### src/rtl/elev_pkg.sv
// Shared types and constants for the per-car request scheduler (elev_request_queue).
package elev_pkg;

  localparam int FLOORS_DEF = 4;
  localparam logic [FLOORS_DEF-1:0] FLOOR_NONE = '1;

  typedef enum logic [1:0] {
    IDLE  = 2'd0,
    MOVE  = 2'd1,
    DWELL = 2'd2
  } q_state_t;

  // Works for floor vectors up to 32 bits wide (zero-extended by the caller).
  function automatic logic is_onehot(input logic [31:0] v);
    int n;
    n = 0;
    for (int i = 0; i < 32; i++) begin
      n += int'(v[i]);
    end
    return (n == 1);
  endfunction

endpackage

### src/rtl/elev_request_queue_floor_picker.sv
// Directional scan: nearest pending floor ahead in dir_up, else nearest behind (flip=1).
module floor_picker
  import elev_pkg::*;
#(
  parameter int FLOORS = FLOORS_DEF
) (
  input  logic [FLOORS-1:0] pending,
  input  logic [FLOORS-1:0] cur_floor,
  input  logic              dir_up,
  output logic [FLOORS-1:0] target,
  output logic              found,
  output logic              flip
);

  int                cur_idx;
  logic              up_found;
  logic              dn_found;
  logic [FLOORS-1:0] up_t;
  logic [FLOORS-1:0] dn_t;

  // The later hit in each scan order overwrites earlier ones, leaving the nearest floor.
  always_comb begin
    cur_idx  = 0;
    up_found = 1'b0;
    dn_found = 1'b0;
    up_t     = '0;
    dn_t     = '0;
    for (int i = 0; i < FLOORS; i++) begin
      if (cur_floor[i]) begin
        cur_idx = i;
      end else begin
        cur_idx = cur_idx;
      end
    end
    for (int i = FLOORS - 1; i >= 0; i--) begin
      if (i > cur_idx && pending[i]) begin
        up_found = 1'b1;
        up_t     = '0;
        up_t[i]  = 1'b1;
      end else begin
        up_found = up_found;
      end
    end
    for (int i = 0; i < FLOORS; i++) begin
      if (i < cur_idx && pending[i]) begin
        dn_found = 1'b1;
        dn_t     = '0;
        dn_t[i]  = 1'b1;
      end else begin
        dn_found = dn_found;
      end
    end
  end

  always_comb begin
    target = '0;
    found  = 1'b0;
    flip   = 1'b0;
    if (dir_up && up_found) begin
      target = up_t;
      found  = 1'b1;
    end else if (!dir_up && dn_found) begin
      target = dn_t;
      found  = 1'b1;
    end else if (dir_up && dn_found) begin
      target = dn_t;
      found  = 1'b1;
      flip   = 1'b1;
    end else if (!dir_up && up_found) begin
      target = up_t;
      found  = 1'b1;
      flip   = 1'b1;
    end else begin
      found = 1'b0;
    end
  end

endmodule

### src/rtl/elev_request_queue.sv
// Per-car call latch and scan scheduler driving go/des; door dwell counter is
// compiled in only when ELEV_DWELL_EN is defined (otherwise DWELL lasts one cycle).
module elev_request_queue
  import elev_pkg::*;
#(
  parameter int FLOORS       = FLOORS_DEF,
  parameter int DWELL_CYCLES = 200_000_000
) (
  input  logic              clk,
  input  logic              rst,
  input  logic [FLOORS-1:0] req_btn,
  input  logic [FLOORS-1:0] cur_floor,
  output logic              go,
  output logic [FLOORS-1:0] des,
  output logic              dir_up,
  output logic [FLOORS-1:0] pending,
  output logic              door_open,
  output logic              fault
);

  localparam logic [FLOORS-1:0] NONE = '1;

  if (DWELL_CYCLES < 1) begin : g_bad_dwell
    $error("DWELL_CYCLES must be at least 1");
  end

  q_state_t          state_r, state_n;
  logic [FLOORS-1:0] pending_r, pending_n, clr;
  logic [FLOORS-1:0] des_r, des_n, target;
  logic              go_r, go_n, dir_r, dir_n, fault_r, fault_n;
  logic              found, flip, pos_ok;

`ifdef ELEV_DWELL_EN
  localparam int CW = (DWELL_CYCLES > 1) ? $clog2(DWELL_CYCLES) : 1;
  localparam logic [CW-1:0] CNT_LOAD = CW'(DWELL_CYCLES - 1);
  logic [CW-1:0] cnt_r, cnt_n;
  logic          door_r, door_n;
`endif

  floor_picker #(.FLOORS(FLOORS)) u_pick (
    .pending   (pending_r),
    .cur_floor (cur_floor),
    .dir_up    (dir_r),
    .target    (target),
    .found     (found),
    .flip      (flip)
  );

  assign pos_ok = is_onehot(32'(cur_floor));

  // Next-state, next-output and call clear mask; a clear always beats a new press.
  always_comb begin
    state_n = state_r;
    clr     = '0;
    go_n    = go_r;
    des_n   = des_r;
    dir_n   = dir_r;
    fault_n = fault_r;
`ifdef ELEV_DWELL_EN
    cnt_n   = cnt_r;
    door_n  = door_r;
`endif
    if (!pos_ok || fault_r) begin
      fault_n = 1'b1;
      go_n    = 1'b0;
      des_n   = NONE;
      state_n = IDLE;
`ifdef ELEV_DWELL_EN
      door_n  = 1'b0;
`endif
    end else begin
      case (state_r)
        IDLE: begin
          if (|(pending_r & cur_floor)) begin
            clr     = cur_floor;
            state_n = DWELL;
`ifdef ELEV_DWELL_EN
            door_n  = 1'b1;
            cnt_n   = CNT_LOAD;
`endif
          end else if (found) begin
            des_n   = target;
            go_n    = 1'b1;
            dir_n   = flip ? ~dir_r : dir_r;
            state_n = MOVE;
          end else begin
            state_n = IDLE;
          end
        end
        MOVE: begin
          if ((cur_floor == des_r) || (|(pending_r & cur_floor))) begin
            clr     = cur_floor;
            go_n    = 1'b0;
            des_n   = NONE;
            state_n = DWELL;
`ifdef ELEV_DWELL_EN
            door_n  = 1'b1;
            cnt_n   = CNT_LOAD;
`endif
          end else if (found && !flip && (target != des_r)) begin
            // des is still pending, so a nearer hit ahead lies strictly before it.
            des_n = target;
          end else begin
            state_n = MOVE;
          end
        end
        DWELL: begin
          clr = cur_floor;
`ifdef ELEV_DWELL_EN
          if (cnt_r == '0) begin
            door_n  = 1'b0;
            state_n = IDLE;
          end else begin
            cnt_n = cnt_r - CW'(1);
          end
`else
          state_n = IDLE;
`endif
        end
        default: begin
          go_n    = 1'b0;
          des_n   = NONE;
          state_n = IDLE;
        end
      endcase
    end
    pending_n = (pending_r | req_btn) & ~clr;
  end

  // State and output registers with synchronous reset.
  always_ff @(posedge clk) begin
    if (rst) begin
      state_r   <= IDLE;
      pending_r <= '0;
      go_r      <= 1'b0;
      des_r     <= NONE;
      dir_r     <= 1'b1;
      fault_r   <= 1'b0;
    end else begin
      state_r   <= state_n;
      pending_r <= pending_n;
      go_r      <= go_n;
      des_r     <= des_n;
      dir_r     <= dir_n;
      fault_r   <= fault_n;
    end
  end

`ifdef ELEV_DWELL_EN
  // Door dwell timer and door indicator.
  always_ff @(posedge clk) begin
    if (rst) begin
      cnt_r  <= '0;
      door_r <= 1'b0;
    end else begin
      cnt_r  <= cnt_n;
      door_r <= door_n;
    end
  end
  assign door_open = door_r;
`else
  assign door_open = 1'b0;
`endif

  assign go      = go_r;
  assign des     = des_r;
  assign dir_up  = dir_r;
  assign pending = pending_r;
  assign fault   = fault_r;

endmodule

### config.mk
export PLATFORM = sky130hd
export DESIGN_NAME = elev_request_queue
export DESIGN_NICKNAME = d
export VERILOG_FILES = /design/src/rtl/elev_pkg.sv /design/src/rtl/elev_request_queue_floor_picker.sv /design/src/rtl/elev_request_queue.sv
export SDC_FILE = /design/constraint.sdc
export NUM_CORES = 1
export LEC_CHECK = 0
export BUFFER_PORTS_ARGS = -buffer_cell sky130_fd_sc_hd__buf_2
export CORE_MARGIN = 4
export CORE_UTILIZATION = 58
export DETAILED_ROUTE_END_ITERATION = 10
export GPL_TIMING_DRIVEN = 0
export HOLD_SLACK_MARGIN = 0.12
export PLACE_DENSITY = 0.83
export RECOVER_POWER = 25
export SKIP_LAST_GASP = 1
export SLEW_MARGIN = 25
export SYNTH_ARGS = -nofsm -noshare
export SYNTH_HDL_FRONTEND = slang
export SYNTH_SLANG_ARGS = --single-unit
### constraint.sdc
create_clock -name clk -period 8.64 [get_ports clk]
set_input_delay 1.296 -clock clk [delete_from_list [all_inputs] [get_ports clk]]
set_output_delay 1.296 -clock clk [all_outputs]
set_load 0.05 [all_outputs]
After elaboration in Yosys (flattened, before gate mapping) --
Index checks and enable logic that the tools add are counted.
Storage, ports and cells: bits in registers 13, latch bits 0, bits in writable memories 0, memory bits (read-only) 0, logic and storage cells 107, memories 0
Cells by class: add/subtract/negate cells 3, $mul 0, divide/modulo/power cells 0, $lt $le $gt $ge 8, eq/ne operators 10, shift-type cells 0, multiplexer cells 47, bitwise operators 8, reductions and logical operators 25
Operators with widths (count):
- 2-to-1 mux 4 bit | 16
- case mux 4 bit (3 select lines) | 2
- 2-to-1 mux 1 bit | 20
- logical AND 1 bit | 14
- 2-to-1 mux 2 bit | 6
- AND 4 bit | 2
- AND reduction 4 bit | 2
- != test 2 bit (second input constant) | 3
- != test 3 bit (second input constant) | 2
- AND reduction 5 bit | 1
- adder 3 x 1 -> 4 bit | 1
- equality test 4 x 1 -> 1 bit (second input constant) | 1
- equality test 4 bit | 1
- > comparator 1 x 2 -> 1 bit (first input constant) | 2
- > comparator 2 bit (first input constant) | 2
- less-than comparator 1 x 2 -> 1 bit (first input constant) | 2
- less-than comparator 2 bit (first input constant) | 2
- != test 4 bit | 1
- NOT 1 bit | 4
- NOT 4 bit | 1
- bitwise OR 4 bit | 1
- case mux 2 bit (2 select lines) | 1
- OR reduction 4 bit | 1
- adder 2 x 1 -> 3 bit | 1
- other kinds (9) | 12

Logic depth before layout (Yosys ltp) --
depth after elaboration 20, mapped depth 12, depth with buffers taken out 10

By module --
A second synthesis with hierarchy kept.
Second synthesis, totals: cells, all modules 111, area total of the unflattened synthesis 922.1 µm²
Modules (own cells, without submodules):
- elev_request_queue | instances 1, cells an instance 85, area each 737.0 µm², seq. area each 260.2 µm²
- floor_picker | instances 1, cells an instance 26, area each 185.2 µm², seq. area each 0.0 µm²

Least setup slack after synthesis --
No wires, ideal clock.
path kind input to register, start point in cur_floor[3], end point reg des_r[2] (netlist: des[2]), arrival 3857 ps, setup slack 4661 ps, stages 12, path buffers 2, cells stage by stage buf_4 buf_2 inv_1 fa_1 inv_1 ha_1 ha_1 nor4b_1 nand2b_1 nor2_1 o211ai_1 o32a_1
On the way: word-level cells in the longest chain between the ends 17
Ends and longest elaborated chain:
- from (decl) | line elev_request_queue.sv:12 | input logic [FLOORS-1:0] cur_floor,
- parallel branches: the longest is 17 deep, another holds > comparator 2 bit
- to (signal assigned) | line elev_request_queue.sv:143 | des_r <= des_n;
- to (decl) | line elev_request_queue.sv:29 | logic [FLOORS-1:0] des_r, des_n, target;
Several ways; the timed one is not identified. The select of a mux whose other input is x is not followed. A chain may end at the register's enable or synchronous reset.

Worst setup path after layout --
Ends and elaborated chain as after synthesis.

==> out/results.ini <==
[status]
status = completed

[critical_path]
crit_cells = 12
cp-end-kind = flip-flop
cp-start-kind = primary input
path_buf_inv = 4
crit_path_start = cur_floor[3]
cp_slowest_cell = nor4b_1
crit_chain = buf_4 > buf_2 > inv_1 > fa_1 > inv_1 > ha_1 > ha_1 > nor4b_1 > nand2b_1 > nor2_1 > o211ai_1 > o32a_1
worstPathMaxFanout = 10
path_class = primary input to flip-flop
rr_worst_depth = 5
required_ps = 8810
cp_top_family = simple AND/OR/NAND/NOR gates
cp_data_arrival_time_ps = 4450
cpPeakStageDelay_ps = 680
r2r-start = fault

[clock_tree]
cts_resized = 0
post_cts_buffers = 0
cts_htree_levels = 1
cts_sinks = 13
hold_buffers = 0
cts-buffers-inserted = 3
cts_tree = built
path_clk_slew_ps = 90
clock_latency_ps = 280
root_buffer = clkbuf_4
cts_buffer_depth = 2

[power]
finalPower_mw = 0.1736
p_leak_nw = 0.4988
vdd_ir_drop_max_uv = 102.0
power.density_mw_per_mm2 = 137.5

[sta]
tns_ps = 0
maxSlewHeadroom_pct = 48.80
rsz0062_at_grt = no
timing.final.crit_share_pct = 49.44
slew_violations = 0
fin_crit_ps = 4272
worst_slew_pin_slew_ps = 757.3
setup_viol = 0
clock-skew-final_ps = 3.801
max_freq_mhz = 234.1
hold_violations = 0

[drt]
routed_wl_um = 2834
wire_per_inst_um = 15.74
drt_iter0_drc = 44
post_drt_via_cell_ratio = 6.217
ant_nets = 0
drt_pass1_iterations = 4
remaining_drc_errors = 0
vias = 1119

[place]
portBuffers = 18
dp_hpwl_um = 2200
place_congestion = 0.9237

[synthesis]
synth-async-reset-ratio_pct = 0
synth_top_family_by_area = compound AO/OA/AOI/OAI gates
synth.most_common_cell = dfxtp_1
synth_area_leaders = dfxtp_1 (23%), xor2_1 (3.9%), nor2_1 (3.7%)
synth_compound_area_share_pct = 31.66
synth-edff-count = 0
synth_area_mm2 = 0.001122
syn_area_per_cell_um2 = 8.439
synth_seq_cells = 13
synth_cell_types = 55
synthMuxAreaShare_pct = 0
synth_xor_area_share_pct = 3.902
yosysWarnings = 0
ys.flop_type = dfxtp_1
synth_top_area_share_pct = 23.19
synth_common_cells = dfxtp_1 (13), nor2_1 (11), inv_1 (8)
synthCells = 133
synth_area_leader_cell = dfxtp_1
yosys.area_share.simple_pct = 29.10
syn_nets = 146
synth_seq_area_share_pct = 23.19
synthAdderAreaFrac_pct = 4.013

[layout]
area_growth_pct = 12.49
diodes = 0
nets = 169
drive_gt1_share_pct = 23.23
fillers = 162

[floorplan]
die_y_um = 51.99
initial_core_util_pct = 62.95
die_x_um = 51.99
dieArea_mm2 = 0.002703
core-area_mm2 = 0.001783
boundaryPins = 22
row_count = 15

[job]
maxCapViolations = 0

[grt]
antenna_found_initial = 0
grt_pass1_wl_um = 4933
grt_pass1_vias = 1146
grt_usage_pct = 23.80
grt_overflow_total = 0
grt_max_degree = 11

[worst_hold_path]
holdCritStartpoint = go
min_path_cells = 1
min_path_type = flip-flop to flip-flop

-- sequential cells by signal, summed over array words and instances, names as in the netlist --
signal	flops
des	4
go	1
pending	4
fault	1
state_r	2
dir_up	1
-- layout by cell type (no fill, tap or decap), types with 2 or more instances in the layout --
cell type  synthesis  layout
a211oi_1           5       5
a21oi_1            6       6
a22oi_1            3       3
and3_1             3       3
buf_2              1      13
buf_4              3       3
buf_6              2       2
clkbuf_1           0       7
clkbuf_4           1       4
dfxtp_1           13      13
ha_1               2       2
inv_1              8       8
nand2_1            7       7
nand2b_1           4       4
nand3_1            2       2
nand4_1            2       2
nor2_1            11      11
nor2b_1            4       4
nor3_1             5       5
nor3b_1            2       2
nor4_1             2       2
o21ai_0            6       6
o32a_1             4       4
xor2_1             5       5
-- through the flow --
| stage | hold slack, ps | util, % | worst slack, ps | area (µm²) | std cells |
|---|---|---|---|---|---|
| final | 515.4 | 70.81 | 4368 | 1262 | 180 |
| after global routing | 539.2 | 70.81 | 4072 | 1262 | 180 |
| after CTS | 509.4 | 71.23 | 4395 | 1270 | 180 |
| after detailed placement | 493.6 | 69.75 | 4089 | 1244 | 176 |
| after global placement | 476.3 | 69.75 | 4167 | 1244 | 176 |
| after floorplan | 455.3 | - | 4661 | 1122 | 133 |
-- routing by layer --
layer,vias up,part of all wire [%],track usage [%]
li1,549,-,-
met3,4,7.1,3.725
met2,45,48,41.00
met1,521,43,29.09
met4,0,1.2,9.607
met5,-,0,0
-- kinds of logic (layout without fill, tap and decap cells) --
kind of cell	Yosys count	in the layout
and+or+nand+nor	54	54
AOI/OAI and AO/OA	42	42
buffers and inverters	15	37
DFF	13	13
xor gates and xnor gates	5	5
adders and majority gates	3	3
other	1	1
-- layout make-up --
| cell class | count | area (µm²) | area share, % |
|---|---|---|---|
| multi-input cells | 105 | 774.5 | 61.35 |
| flip-flops and latches | 13 | 260.3 | 20.61 |
| repair buffers | 18 | 82.58 | 6.541 |
| plain buffers | 7 | 57.56 | 4.559 |
| well taps | 25 | 31.28 | 2.478 |
| inverters | 8 | 30.03 | 2.379 |
| clock buffers | 4 | 26.28 | 2.081 |
-- worst reg2reg max path: stages, from the launching register on --
cell and delay, ps:
dfxtp_1 320, nor4b_1 690, nand2b_1 290, nor2_1 300, o211ai_1 140, o32a_1 310
-- worst paths after layout --
| check | slack (ps) | endpoint |
|---|---|---|
| worst min register to register | 520 | go |
| worst max register to register | 6500 | des[2] |
| worst min-delay path | 520 | go |
| worst max-delay path | 4370 | des[2] |
-- power by group --
group / switching [mW] / total (mW) / internal, mW
clock: 0.0214 / 0.0393 / 0.0179
combinational: 0.0428 / 0.0662 / 0.0234
sequential: 0.00475 / 0.0681 / 0.0634
total: 0.0689 / 0.174 / 0.105
(Power assumes the default switching activity.)
